===== src/rtl/mem_pkg.sv =====
// Shared definitions for the byte-serial memory controller.
//
// Contents:
//   size_e      - access size encodings (1, 2, 4 or 8 bytes per access)
//   state_e     - controller FSM state encodings
//   byte_count  - maps an access size encoding to its byte count N (1..8)
package mem_pkg;

    typedef enum logic [1:0] {
        SIZE_1B = 2'b00,
        SIZE_2B = 2'b01,
        SIZE_4B = 2'b10,
        SIZE_8B = 2'b11
    } size_e;

    typedef enum logic [1:0] {
        IDLE    = 2'b00,
        ACCESS  = 2'b01,
        RELEASE = 2'b10,
        DONE    = 2'b11
    } state_e;

    function automatic logic [3:0] byte_count(input size_e size);
        logic [3:0] n;
        case (size)
            SIZE_1B: n = 4'd1;
            SIZE_2B: n = 4'd2;
            SIZE_4B: n = 4'd4;
            SIZE_8B: n = 4'd8;
            default: n = 4'd1;
        endcase
        return n;
    endfunction

endpackage


===== src/rtl/mem_ctrl.sv =====
// Byte-serial memory controller.
//
// A CPU access of 1, 2, 4 or 8 bytes is split into single-byte transfers,
// each one a full four-phase handshake with the memory (raise strobe, wait
// ack high, drop strobe, wait ack low). Bytes go out in ascending address
// order, with the address wrapping modulo 2^MADDR_SZ. Read bytes are
// assembled little-endian and optionally sign-extended.
//
// Ports:
//   clk, rst        - clock; asynchronous active-high reset
//   req, wr, size,  - CPU request and its attributes, sampled only in IDLE
//   sext, addr,
//   wdata
//   rdata, done     - assembled read data, valid during the one-cycle done pulse
//   busy            - high from request acceptance until the done pulse
//   raddr, re,      - memory read channel (address, strobe, ack, data byte)
//   rack, dataout
//   waddr, we,      - memory write channel (address, strobe, ack, data byte)
//   wack, datain
module mem_ctrl
    import mem_pkg::*;
#(
    parameter int MADDR_SZ = 32,
    parameter int DATA_SZ  = 64
) (
    input  logic                clk,
    input  logic                rst,
    input  logic                req,
    input  logic                wr,
    input  logic [1:0]          size,
    input  logic                sext,
    input  logic [MADDR_SZ-1:0] addr,
    input  logic [DATA_SZ-1:0]  wdata,
    output logic [DATA_SZ-1:0]  rdata,
    output logic                done,
    output logic                busy,
    output logic [MADDR_SZ-1:0] raddr,
    output logic [MADDR_SZ-1:0] waddr,
    output logic                re,
    output logic                we,
    output logic [7:0]          datain,
    input  logic [7:0]          dataout,
    input  logic                rack,
    input  logic                wack
);

    localparam int NBYTES = DATA_SZ / 8;

    state_e                state_q,  state_d;
    logic   [2:0]          idx_q,    idx_d;
    logic                  wr_q,     wr_d;
    size_e                 size_q,   size_d;
    logic                  sext_q,   sext_d;
    logic   [MADDR_SZ-1:0] addr_q,   addr_d;
    logic   [DATA_SZ-1:0]  wdata_q,  wdata_d;
    logic   [DATA_SZ-1:0]  rdata_q,  rdata_d;
    logic                  done_q,   done_d;
    logic                  busy_q,   busy_d;
    logic   [MADDR_SZ-1:0] raddr_q,  raddr_d;
    logic   [MADDR_SZ-1:0] waddr_q,  waddr_d;
    logic                  re_q,     re_d;
    logic                  we_q,     we_d;
    logic   [7:0]          datain_q, datain_d;

    logic                  ack;
    logic   [3:0]          last_idx;
    logic   [2:0]          next_idx;
    logic   [MADDR_SZ-1:0] next_addr;

    // Selects byte 'sel' of a little-endian data word.
    function automatic logic [7:0] pick_byte(input logic [DATA_SZ-1:0] data,
                                             input logic [2:0]         sel);
        logic [7:0] b;
        b = 8'h00;
        for (int i = 0; i < NBYTES; i++) begin
            if (i == int'(sel)) begin
                b = data[i*8 +: 8];
            end
        end
        return b;
    endfunction

    // Fills every bit above the n-byte field with either the field's top bit
    // (sign_en=1) or zero. Loops keep all bit indices constant after unrolling.
    function automatic logic [DATA_SZ-1:0] extend(input logic [DATA_SZ-1:0] data,
                                                  input logic [3:0]         n,
                                                  input logic               sign_en);
        logic [DATA_SZ-1:0] r;
        logic               sign;
        r    = data;
        sign = 1'b0;
        for (int i = 0; i < DATA_SZ; i++) begin
            if (i == 8 * int'(n) - 1) begin
                sign = data[i];
            end
        end
        for (int i = 0; i < DATA_SZ; i++) begin
            if (i >= 8 * int'(n)) begin
                r[i] = sign_en & sign;
            end
        end
        return r;
    endfunction

    // The handshake only ever watches the ack of the channel in use.
    assign ack       = wr_q ? wack : rack;
    assign last_idx  = byte_count(size_q) - 4'd1;
    assign next_idx  = idx_q + 3'd1;
    assign next_addr = addr_q + MADDR_SZ'(next_idx);

    // Next-state and next-output computation. All outputs are registered, so
    // each branch sets up the strobe/address/data values for the coming cycle.
    always_comb begin
        state_d  = state_q;
        idx_d    = idx_q;
        wr_d     = wr_q;
        size_d   = size_q;
        sext_d   = sext_q;
        addr_d   = addr_q;
        wdata_d  = wdata_q;
        rdata_d  = rdata_q;
        done_d   = 1'b0;
        busy_d   = busy_q;
        raddr_d  = raddr_q;
        waddr_d  = waddr_q;
        re_d     = re_q;
        we_d     = we_q;
        datain_d = datain_q;

        case (state_q)
            IDLE: begin
                if (req) begin
                    wr_d     = wr;
                    size_d   = size_e'(size);
                    sext_d   = sext;
                    addr_d   = addr;
                    wdata_d  = wdata;
                    idx_d    = 3'd0;
                    rdata_d  = '0;
                    busy_d   = 1'b1;
                    re_d     = ~wr;
                    we_d     = wr;
                    raddr_d  = addr;
                    waddr_d  = addr;
                    datain_d = wr ? wdata[7:0] : 8'h00;
                    state_d  = ACCESS;
                end
            end

            ACCESS: begin
                if (ack) begin
                    if (!wr_q) begin
                        for (int i = 0; i < NBYTES; i++) begin
                            if (i == int'(idx_q)) begin
                                rdata_d[i*8 +: 8] = dataout;
                            end
                        end
                    end
                    re_d    = 1'b0;
                    we_d    = 1'b0;
                    state_d = RELEASE;
                end
            end

            RELEASE: begin
                if (!ack) begin
                    if ({1'b0, idx_q} == last_idx) begin
                        // Extension is applied once, as the data becomes visible.
                        rdata_d = wr_q ? '0 : extend(rdata_q, byte_count(size_q), sext_q);
                        done_d  = 1'b1;
                        state_d = DONE;
                    end else begin
                        idx_d    = next_idx;
                        raddr_d  = next_addr;
                        waddr_d  = next_addr;
                        datain_d = wr_q ? pick_byte(wdata_q, next_idx) : 8'h00;
                        re_d     = ~wr_q;
                        we_d     = wr_q;
                        state_d  = ACCESS;
                    end
                end
            end

            DONE: begin
                busy_d  = 1'b0;
                state_d = IDLE;
            end

            default: begin
                state_d = IDLE;
            end
        endcase
    end

    // Single state register for the FSM and every registered output. Reset
    // aborts any in-flight transfer and drops the strobes immediately.
    always_ff @(posedge clk or posedge rst) begin
        if (rst) begin
            state_q  <= IDLE;
            idx_q    <= 3'd0;
            wr_q     <= 1'b0;
            size_q   <= SIZE_1B;
            sext_q   <= 1'b0;
            addr_q   <= '0;
            wdata_q  <= '0;
            rdata_q  <= '0;
            done_q   <= 1'b0;
            busy_q   <= 1'b0;
            raddr_q  <= '0;
            waddr_q  <= '0;
            re_q     <= 1'b0;
            we_q     <= 1'b0;
            datain_q <= 8'h00;
        end else begin
            state_q  <= state_d;
            idx_q    <= idx_d;
            wr_q     <= wr_d;
            size_q   <= size_d;
            sext_q   <= sext_d;
            addr_q   <= addr_d;
            wdata_q  <= wdata_d;
            rdata_q  <= rdata_d;
            done_q   <= done_d;
            busy_q   <= busy_d;
            raddr_q  <= raddr_d;
            waddr_q  <= waddr_d;
            re_q     <= re_d;
            we_q     <= we_d;
            datain_q <= datain_d;
        end
    end

    assign rdata  = rdata_q;
    assign done   = done_q;
    assign busy   = busy_q;
    assign raddr  = raddr_q;
    assign waddr  = waddr_q;
    assign re     = re_q;
    assign we     = we_q;
    assign datain = datain_q;

endmodule


===== config.mk =====
export PLATFORM = sky130hd
export DESIGN_NAME = mem_ctrl
export DESIGN_NICKNAME = d
export VERILOG_FILES = /design/src/rtl/mem_pkg.sv /design/src/rtl/mem_ctrl.sv
export SDC_FILE = /design/constraint.sdc
export NUM_CORES = 1
export LEC_CHECK = 0
export CORE_ASPECT_RATIO = 0.75
export CORE_UTILIZATION = 45
export DETAILED_ROUTE_END_ITERATION = 16
export GPL_ROUTABILITY_DRIVEN = 0
export PLACE_DENSITY_LB_ADDON = 0.15
export SYNTH_ARGS = -nofsm -noshare
export SYNTH_HDL_FRONTEND = slang
export SYNTH_SLANG_ARGS = --single-unit

===== constraint.sdc =====
create_clock -name clk -period 8 [get_ports clk]
set_clock_uncertainty 0.15 [all_clocks]
set_input_delay 2 -clock clk [delete_from_list [all_inputs] [get_ports clk]]
set_output_delay 2 -clock clk [all_outputs]
set_load 0.005 [all_outputs]

* Word-level counts from Yosys, hierarchy flattened
Cells that the tools add are included.
** Operators by class
- Add/sub/neg operators :: 4
- Order comparisons :: 64
- Bitwise logic cells :: 3
- Equality and inequality tests :: 162
- Reduce and logical (&&, ||, !) cells :: 77
- Mux-type cells :: 192
** Operators with widths (count)
- AND reduction 8 bit :: 64
- 2-to-1 mux 64 bit :: 6
- equality test 7 x 8 -> 1 bit, first input constant :: 32
- greater-or-equal comparator 6 x 7 -> 1 bit, first input constant :: 32
- inequality test 3 bit, second input constant :: 64
- case mux 64 bit (3 select lines) :: 1
- 2-to-1 mux 8 bit :: 21
- 2-to-1 mux 1 bit :: 143
- equality test 6 x 8 -> 1 bit, first input constant :: 16
- greater-or-equal comparator 5 x 7 -> 1 bit, first input constant :: 16
- 2-to-1 mux 32 bit :: 3
- equality test 5 x 8 -> 1 bit, first input constant :: 8
- case mux 32 bit (2 select lines) :: 1
- greater-or-equal comparator 4 x 7 -> 1 bit, first input constant :: 8
- adder 32 x 3 -> 32 bit :: 1
- equality test 4 x 8 -> 1 bit, first input constant :: 4
- logical NOT 32 bit :: 1
- greater-or-equal comparator 3 x 7 -> 1 bit, first input constant :: 4
- inequality test 2 bit, second input constant :: 14
- equality test 3 bit, first input constant :: 8
- equality test 3 x 8 -> 1 bit, first input constant :: 2
- case mux 4 bit (4 select lines) :: 1
- case mux 8 bit (2 select lines) :: 1
- greater-or-equal comparator 1 x 7 -> 1 bit, first input constant :: 2
- other kinds (27) :: 49
** Word-level totals
- Word-level logic and storage cells :: 579
- Bits of input ports :: 113
- Bits in registers :: 213

* Logic depth before layout (Yosys ltp)
Gate-level depths: netlist (run 1).
- Word-level depth :: 82
- Gate-level depth with buffers :: 11

* Worst setup path before layout (run 1)
OpenSTA, ideal clock, no wires.
- Path kind :: in2reg
- Start point :: in rack
- End point :: reg rdata_q[0] (netlist: rdata[0])
- Data arrival time :: 3.570 ns
- Stages :: 6
- Data required time :: 7.725 ns
- Setup slack :: 4.155 ns
- Buffers on the path :: 0
- Cells stage by stage :: mux2_4 -> a21o_1 -> nor3_4 -> nand2_8 -> a211oi_4 -> mux2_2
** Between the ends
- Longest elaborated chain between the ends :: 3
- Elaborated cells on any way between the ends :: 4
- Classes of those cells :: eq/ne (2); mux (1); reduce/logical (1)
** Ends and longest elaborated chain
- start: declaration :: RTL line mem_ctrl.sv:43 : input logic rack,
- 2-to-1 mux 1 bit * :: RTL line mem_ctrl.sv:106 : assign ack = wr_q ? wack : rack;
- inequality test 2 bit (no line)
- AND reduction 8 bit (no line) *
- end signal: assignment :: RTL line mem_ctrl.sv:222 : rdata_q <= rdata_d;
- end: declaration :: RTL line mem_ctrl.sv:56 : logic [DATA_SZ-1:0] rdata_q, rdata_d;
Every way passes the cells marked *; elsewhere a longest branch is shown, timed or not.
A chain may end at the register's enable or synchronous reset.

* Worst setup path in the final report (run 1)
- Start point :: reg state_q[0]
- End point :: reg rdata_q[5] (netlist: rdata[5])
** Between the ends
- Longest elaborated chain between the ends :: 3
- Elaborated cells on any way between the ends :: 13
- Classes of those cells :: eq/ne (9); mux (1); reduce/logical (3)
** Ends and longest elaborated chain
- start: declaration :: RTL line mem_ctrl.sv:49 : state_e state_q, state_d;
- start signal: assignment :: RTL line mem_ctrl.sv:215 : state_q <= state_d;
- equality test 2 bit, or another cell as far along :: RTL line mem_ctrl.sv:130 : case (state_q)
- inequality test 3 bit (no line), or another cell as far along
- AND reduction 8 bit (no line)
Several ways; a longest one is shown, not always the timed one.

==> impl_metrics.json, run 1 <==
{
  "cp-end-kind": "register",
  "synthArstFlopShare_pct": 100,
  "cp_slowest_cell": "a21boi_0",
  "drv_cap": 0,
  "tns_ns": 0,
  "synth-edff-count": 0,
  "p_switching_uw": 1950,
  "comb_power_share_pct": 45.2,
  "ant_nets": 0,
  "routed_wl_mm": 26.1,
  "synth-main-ff-cell": "dfrtp_1",
  "netlist_top_cells_count": "213 x dfrtp_1, 164 x mux2_2, 103 x nand2_1",
  "slew_headroom_pct": 20.6,
  "core_area_mm2": 0.0223,
  "p_clk_share_pct": 20.7,
  "io_buffers": 252,
  "final_util_pct": 61.4,
  "yosys_warnings": 0,
  "ys_seq_area_share_pct": 51.4,
  "drc_errors": 0,
  "setup_viol": 0,
  "die_w_um": 177,
  "grt_overflow": 0,
  "clock_latency_ns": 0.51,
  "dpl.hpwl_mm": 18.3,
  "initial_utilization_pct": 46.5,
  "rows": 47,
  "fmax_ghz": 0.235,
  "path_common_cell": "inv_1",
  "drt-initial-drc-count": 500,
  "synth.largest_area_cell": "dfrtp_1",
  "syn2layout_area_growth_pct": 32.1,
  "cts_sinks": 213,
  "post_drt_via_cell_ratio": 5.28,
  "syn-cell-area_mm2": 0.0104,
  "p_leak_uw": 0.00578,
  "synth_most_common_cell": "dfrtp_1",
  "cts_made_buffers": 23,
  "clk_pin_slew_ns": 0.06,
  "h-tree-depth": 1,
  "grt_pass1_vias": 7405,
  "syn_avg_cell_area_um2": 11.6,
  "internal_power_uw": 3550,
  "synth-seq-cells": 213,
  "grt_pass1_wl_mm": 41.5,
  "min_period_ns": 4.26,
  "rsz0062_at_grt": "false",
  "powerDensity_mw_per_mm2": 401,
  "vias": 7471,
  "crit_chain": "inv_1, ha_2, inv_1, nor2_2, nand3_2, a21boi_0, mux2_2",
  "detail_route.wl_per_cell_um": 18.4,
  "switching_share_pct": 35.5,
  "cp_max_fo": 36,
  "top_layer_used": "met4",
  "cts-root-buf": "clkbuf_16",
  "clock_path_buffers": 3,
  "seq_power_share_pct": 34.1,
  "tightestPinTransition_ns": 1.18,
  "grt_max_degree": 95,
  "path_class": "reg -> reg",
  "first_pass_iters": 5,
  "tritoncts": "yes",
  "critPathMaxStageDelay_ns": 0.96,
  "syn_inst": 897,
  "ir_worst_vdd_mv": 0.171,
  "synthTopCellsByArea": "dfrtp_1 51%, mux2_2 18%, nand2_1 3.7%, o21ai_0 2.9%, buf_4 2.3%",
  "holdCritPathClass": "reg -> reg",
  "status": "complete, no violations",
  "antenna_found_initial": 0,
  "nNetsFinal": 1234,
  "dp_slack_ns": 3.42,
  "yosys.cell_types.count": 59,
  "drive_gt1_share_pct": 20.9,
  "wl_met2_mm": 11.7,
  "cp.required_ns": 8.30,
  "wl_met3_mm": 1.40,
  "hold_buffers": 0,
  "fin_crit_sh_pct": 53.3,
  "cts_resized": 0,
  "m1WireLength_mm": 12.5,
  "grtUsageTotal_pct": 22.3,
  "num_antenna_cells": 0,
  "setup_slack_ns": 3.74,
  "arrival_ns": 4.56,
  "netlist.area_leader.share_pct": 51.4,
  "die_area_mm2": 0.0237,
  "syn_nets": 1025,
  "maxSlewViolCount": 0,
  "post_cts_buffers": 0,
  "hold_viol": 0,
  "ios": 253,
  "cp-start-kind": "register",
  "die_h_um": 134
}
==> area by class of cell <==
class,instances,area (um^2)
timing repair buffer,260,2580
clock buffer,31,656
sequential,213,5330
fill,1891,8630
multi-input combinational,586,4540
clock inverter,9,155
inverter,22,90.1
tap,294,368
==> through the flow <==
| stage | hold slack (ns) | power (uW) | cell area, um^2 | std cells |
|---|---|---|---|---|
| floorplan | 0.320 | 3510 | 10400 | 897 |
| global placement | 0.314 | 4330 | 12900 | 1375 |
| detailed placement | 0.320 | 4390 | 12900 | 1375 |
| CTS | 0.334 | 5550 | 13700 | 1415 |
| global route | 0.350 | 5880 | 13700 | 1415 |
| finish | 0.327 | 5510 | 13700 | 1415 |
==> cell usage in the layout, fill, tap and decap left out, drive strengths merged, types with 17 or more instances in the layout <==
cell type	Yosys	final
inv	22	24
dfrtp	213	213
nor2	25	25
a21oi	49	49
nand2	104	104
xnor2	17	17
clkdlybuf4s50	0	252
mux2	165	165
clkbuf	39	31
o21ai	63	63
==> final timing paths <==
| path | start | end | slack, ns | cells after the start |
|---|---|---|---|---|
| min in group asynchronous | rst | rdata[57] | 1.86 | 2 |
| min reg2reg | datain[0] | datain[0] | 0.33 | 2 |
| min | datain[0] | datain[0] | 0.33 | 2 |
| max | state_q[0] | rdata[5] | 3.74 | 7 |
| max reg2reg | state_q[0] | rdata[5] | 3.74 | 7 |
| max in group asynchronous | rst | wdata_q[6] | 4.47 | 3 |
==> cell families after synthesis <==
family,synth area share (%)
compound gates,10.6
xor+xnor,2.36
fa+ha+maj,1.88
buf+inv,5.13
flops,51.4
mux,19.5
simple gates,9.17
==> registers in the layout, summed over array words and instances (netlist names) <==
name     flops
datain       8
size_q       2
state_q      2
wdata_q     64
re           1
sext_q       1
rdata       64
waddr       32
we           1
addr_q      32
done         1
busy         1
wr_q         1
idx_q        3
==> power by group through the flow <==
stage | Sequential, uW | Clock (uW) | Combinational [uW]
after floorplan | 1810 | 0 | 1710
after detailed placement | 1890 | 0 | 2490
after CTS | 1880 | 1170 | 2510
after global routing | 1940 | 1210 | 2730
final | 1880 | 1140 | 2490
after global placement | 1880 | 0 | 2460
==> per-layer routing <==
layer	vias up	global-route usage, %
met5	-	0
met4	0	5.18
met3	37	3.88
met2	233	34.0
met1	3651	32.9
li1	3550	-
==> critical path: cells and delay by family, from the launching register on <==
kind	cells	cell delay, ns
adder cells (fa/ha/maj)	1	0.78
AND/OR/NAND/NOR	2	0.87
multiplexers	1	0.32
AO/OA/AOI/OAI	1	0.96
buffers and inverters	2	0.68
flip-flops	1	0.42
(Power assumes the default switching activity.)
==> run 2, diff against run 1 <==
==> constraint.sdc (replaced) <==
create_clock -name clk -period 3.9 [get_ports clk]
set_clock_uncertainty 0.15 [all_clocks]
set_input_delay 0.975 -clock clk [delete_from_list [all_inputs] [get_ports clk]]
set_output_delay 0.975 -clock clk [all_outputs]
set_load 0.005 [all_outputs]
==> impl_metrics.json, run 2 (synthesized netlist as in run 1, its figures left out) <==
{
  "initial_utilization_pct": 46.5,
  "post_drt_via_cell_ratio": 5.29,
  "grt_pass1_vias": 7393,
  "ir_worst_vdd_mv": 0.363,
  "multiInputGateArea_mm2": 0.00454,
  "power_uw": 11100,
  "h-tree-depth": 1,
  "wl_met2_mm": 11.9,
  "io_buffers": 252,
  "drc_errors": 0,
  "status": "complete, no violations",
  "routed_wl_mm": 26.2,
  "min_from": "datain[6]",
  "min_to": "datain[6]",
  "num_antenna_cells": 0,
  "p_leak_uw": 0.00585,
  "hold_viol": 0,
  "reg2regPathDepth": 7,
  "slew_headroom_pct": 28.0,
  "die_w_um": 177,
  "ios": 253,
  "powerDensity_mw_per_mm2": 806,
  "path_common_cell": "inv_1",
  "antenna_found_initial": 0,
  "cp_slowest_cell": "a21boi_0",
  "tritoncts": "yes",
  "layout.cells.non_filler": 1435,
  "cp-start-kind": "register",
  "tightestPinTransition_ns": 1.07,
  "m1WireLength_mm": 12.5,
  "tns_ns": 0,
  "r2r-end": "rdata[7]",
  "grtUsageTotal_pct": 22.5,
  "cts-root-buf": "clkbuf_16",
  "grt_max_degree": 90,
  "hold_ws_ns": 0.341,
  "layout_commonest_cell": "clkdlybuf4s50_1",
  "path_class": "reg -> reg",
  "core_area_mm2": 0.0223,
  "drv_cap": 0,
  "clk_pin_slew_ns": 0.06,
  "die_h_um": 134,
  "crit_chain": "inv_1, ha_2, inv_1, nor2_2, nand3_2, a21boi_0, mux2_2",
  "post_cts_buffers": 0,
  "cp.required_ns": 4.19,
  "cp_max_fo": 16,
  "cpLargestDelayFamily": "compound AO/OA/AOI/OAI gates",
  "fin_crit_sh_pct": 84.3,
  "min_path_cells": 2,
  "maxSlewViolCount": 0,
  "seq_area_mm2": 0.00533,
  "r2r_start": "state_q[0]",
  "ant_nets": 0,
  "die_area_mm2": 0.0237,
  "vias": 7586,
  "dpl.hpwl_mm": 18.8,
  "drt-initial-drc-count": 545,
  "nNetsFinal": 1253,
  "fill_cells": 1850,
  "cts_resized": 0,
  "drive_gt1_share_pct": 21.9,
  "first_pass_iters": 5,
  "final_cell_mix": "252 x clkdlybuf4s50_1, 213 x dfrtp_1, 164 x mux2_2",
  "cts_sinks": 213,
  "arrival_ns": 3.57,
  "worst-path-stages": 7,
  "wl_met3_mm": 1.39,
  "setup_viol": 0,
  "top_layer_used": "met4",
  "grt_pass1_wl_mm": 41.8,
  "detail_route.wl_per_cell_um": 18.3,
  "rrSetupSlack_ns": 0.61,
  "clock_latency_ns": 0.52,
  "cp-end-kind": "register",
  "clock_path_buffers": 3,
  "rows": 47,
  "rsz0062_at_grt": "false",
  "holdCritPathClass": "reg -> reg",
  "syn2layout_area_growth_pct": 33.1,
  "min_period_ns": 3.29,
  "cts_made_buffers": 23,
  "fmax_ghz": 0.304,
  "cp_num_buf_inv": 2,
  "grt_overflow": 0,
  "hold_buffers": 0,
  "dp.cells": 1394,
  "critPathMaxStageDelay_ns": 0.88
}
run 2: cell types whose count changed in the layout (fill, tap and decap cells not counted):
cell       delta
buf_12        +4
buf_4        +15
bufinv_16     -3
clkbuf_1      +4
clkbuf_8      -1
clkinv_2      +2
inv_8         -1
run 2: area by class of cell:
class	instances	area share, %
clock buffer	34	4.75
clock inverter	7	0.489
inverter	22	0.625
multi-input combinational	586	32.8
sequential	213	38.6
tap	294	2.66
timing repair buffer	279	20.1
run 2: worst reg2reg max path: stages (launching register included):
cell and delay, ns:
dfrtp_1 0.41, inv_1 0.13, ha_2 0.45, inv_1 0.12, nor2_2 0.52, nand3_2 0.25, a21boi_0 0.88, mux2_2 0.31
run 2: how the worst max path moves through the flow:
stage / startpoint / to
floorplan: rst / addr_q[0]
global placement: rack / rdata[23]
detailed placement: rack / rdata[7]
CTS: state_q[0] / rdata[7]
global route: state_q[0] / rdata[7]
finish: state_q[0] / rdata[7]
run 2: metal layers:
layer	GRT usage, %	up-vias
met5	0	-
met4	4.89	0
met3	3.65	34
met2	34.5	208
met1	33.3	3737
li1	-	3607
run 2: metrics by stage:
stage / utilization (%) / instance area (um^2) / setup slack (ns)
floorplan: - / 10400 / 0.00483
global placement: 58.6 / 13100 / 0.463
detailed placement: 58.6 / 13100 / 0.443
CTS: 61.8 / 13800 / 0.680
global route: 61.8 / 13800 / 0.407
finish: 61.8 / 13800 / 0.611
run 2: power breakdown:
part | internal (uW) | leakage, uW | switching, uW
Sequential | 3120 | 0.00267 | 707
Clock | 1230 | 0.000359 | 898
Combinational | 2770 | 0.00283 | 2400
Total | 7130 | 0.00585 | 4010
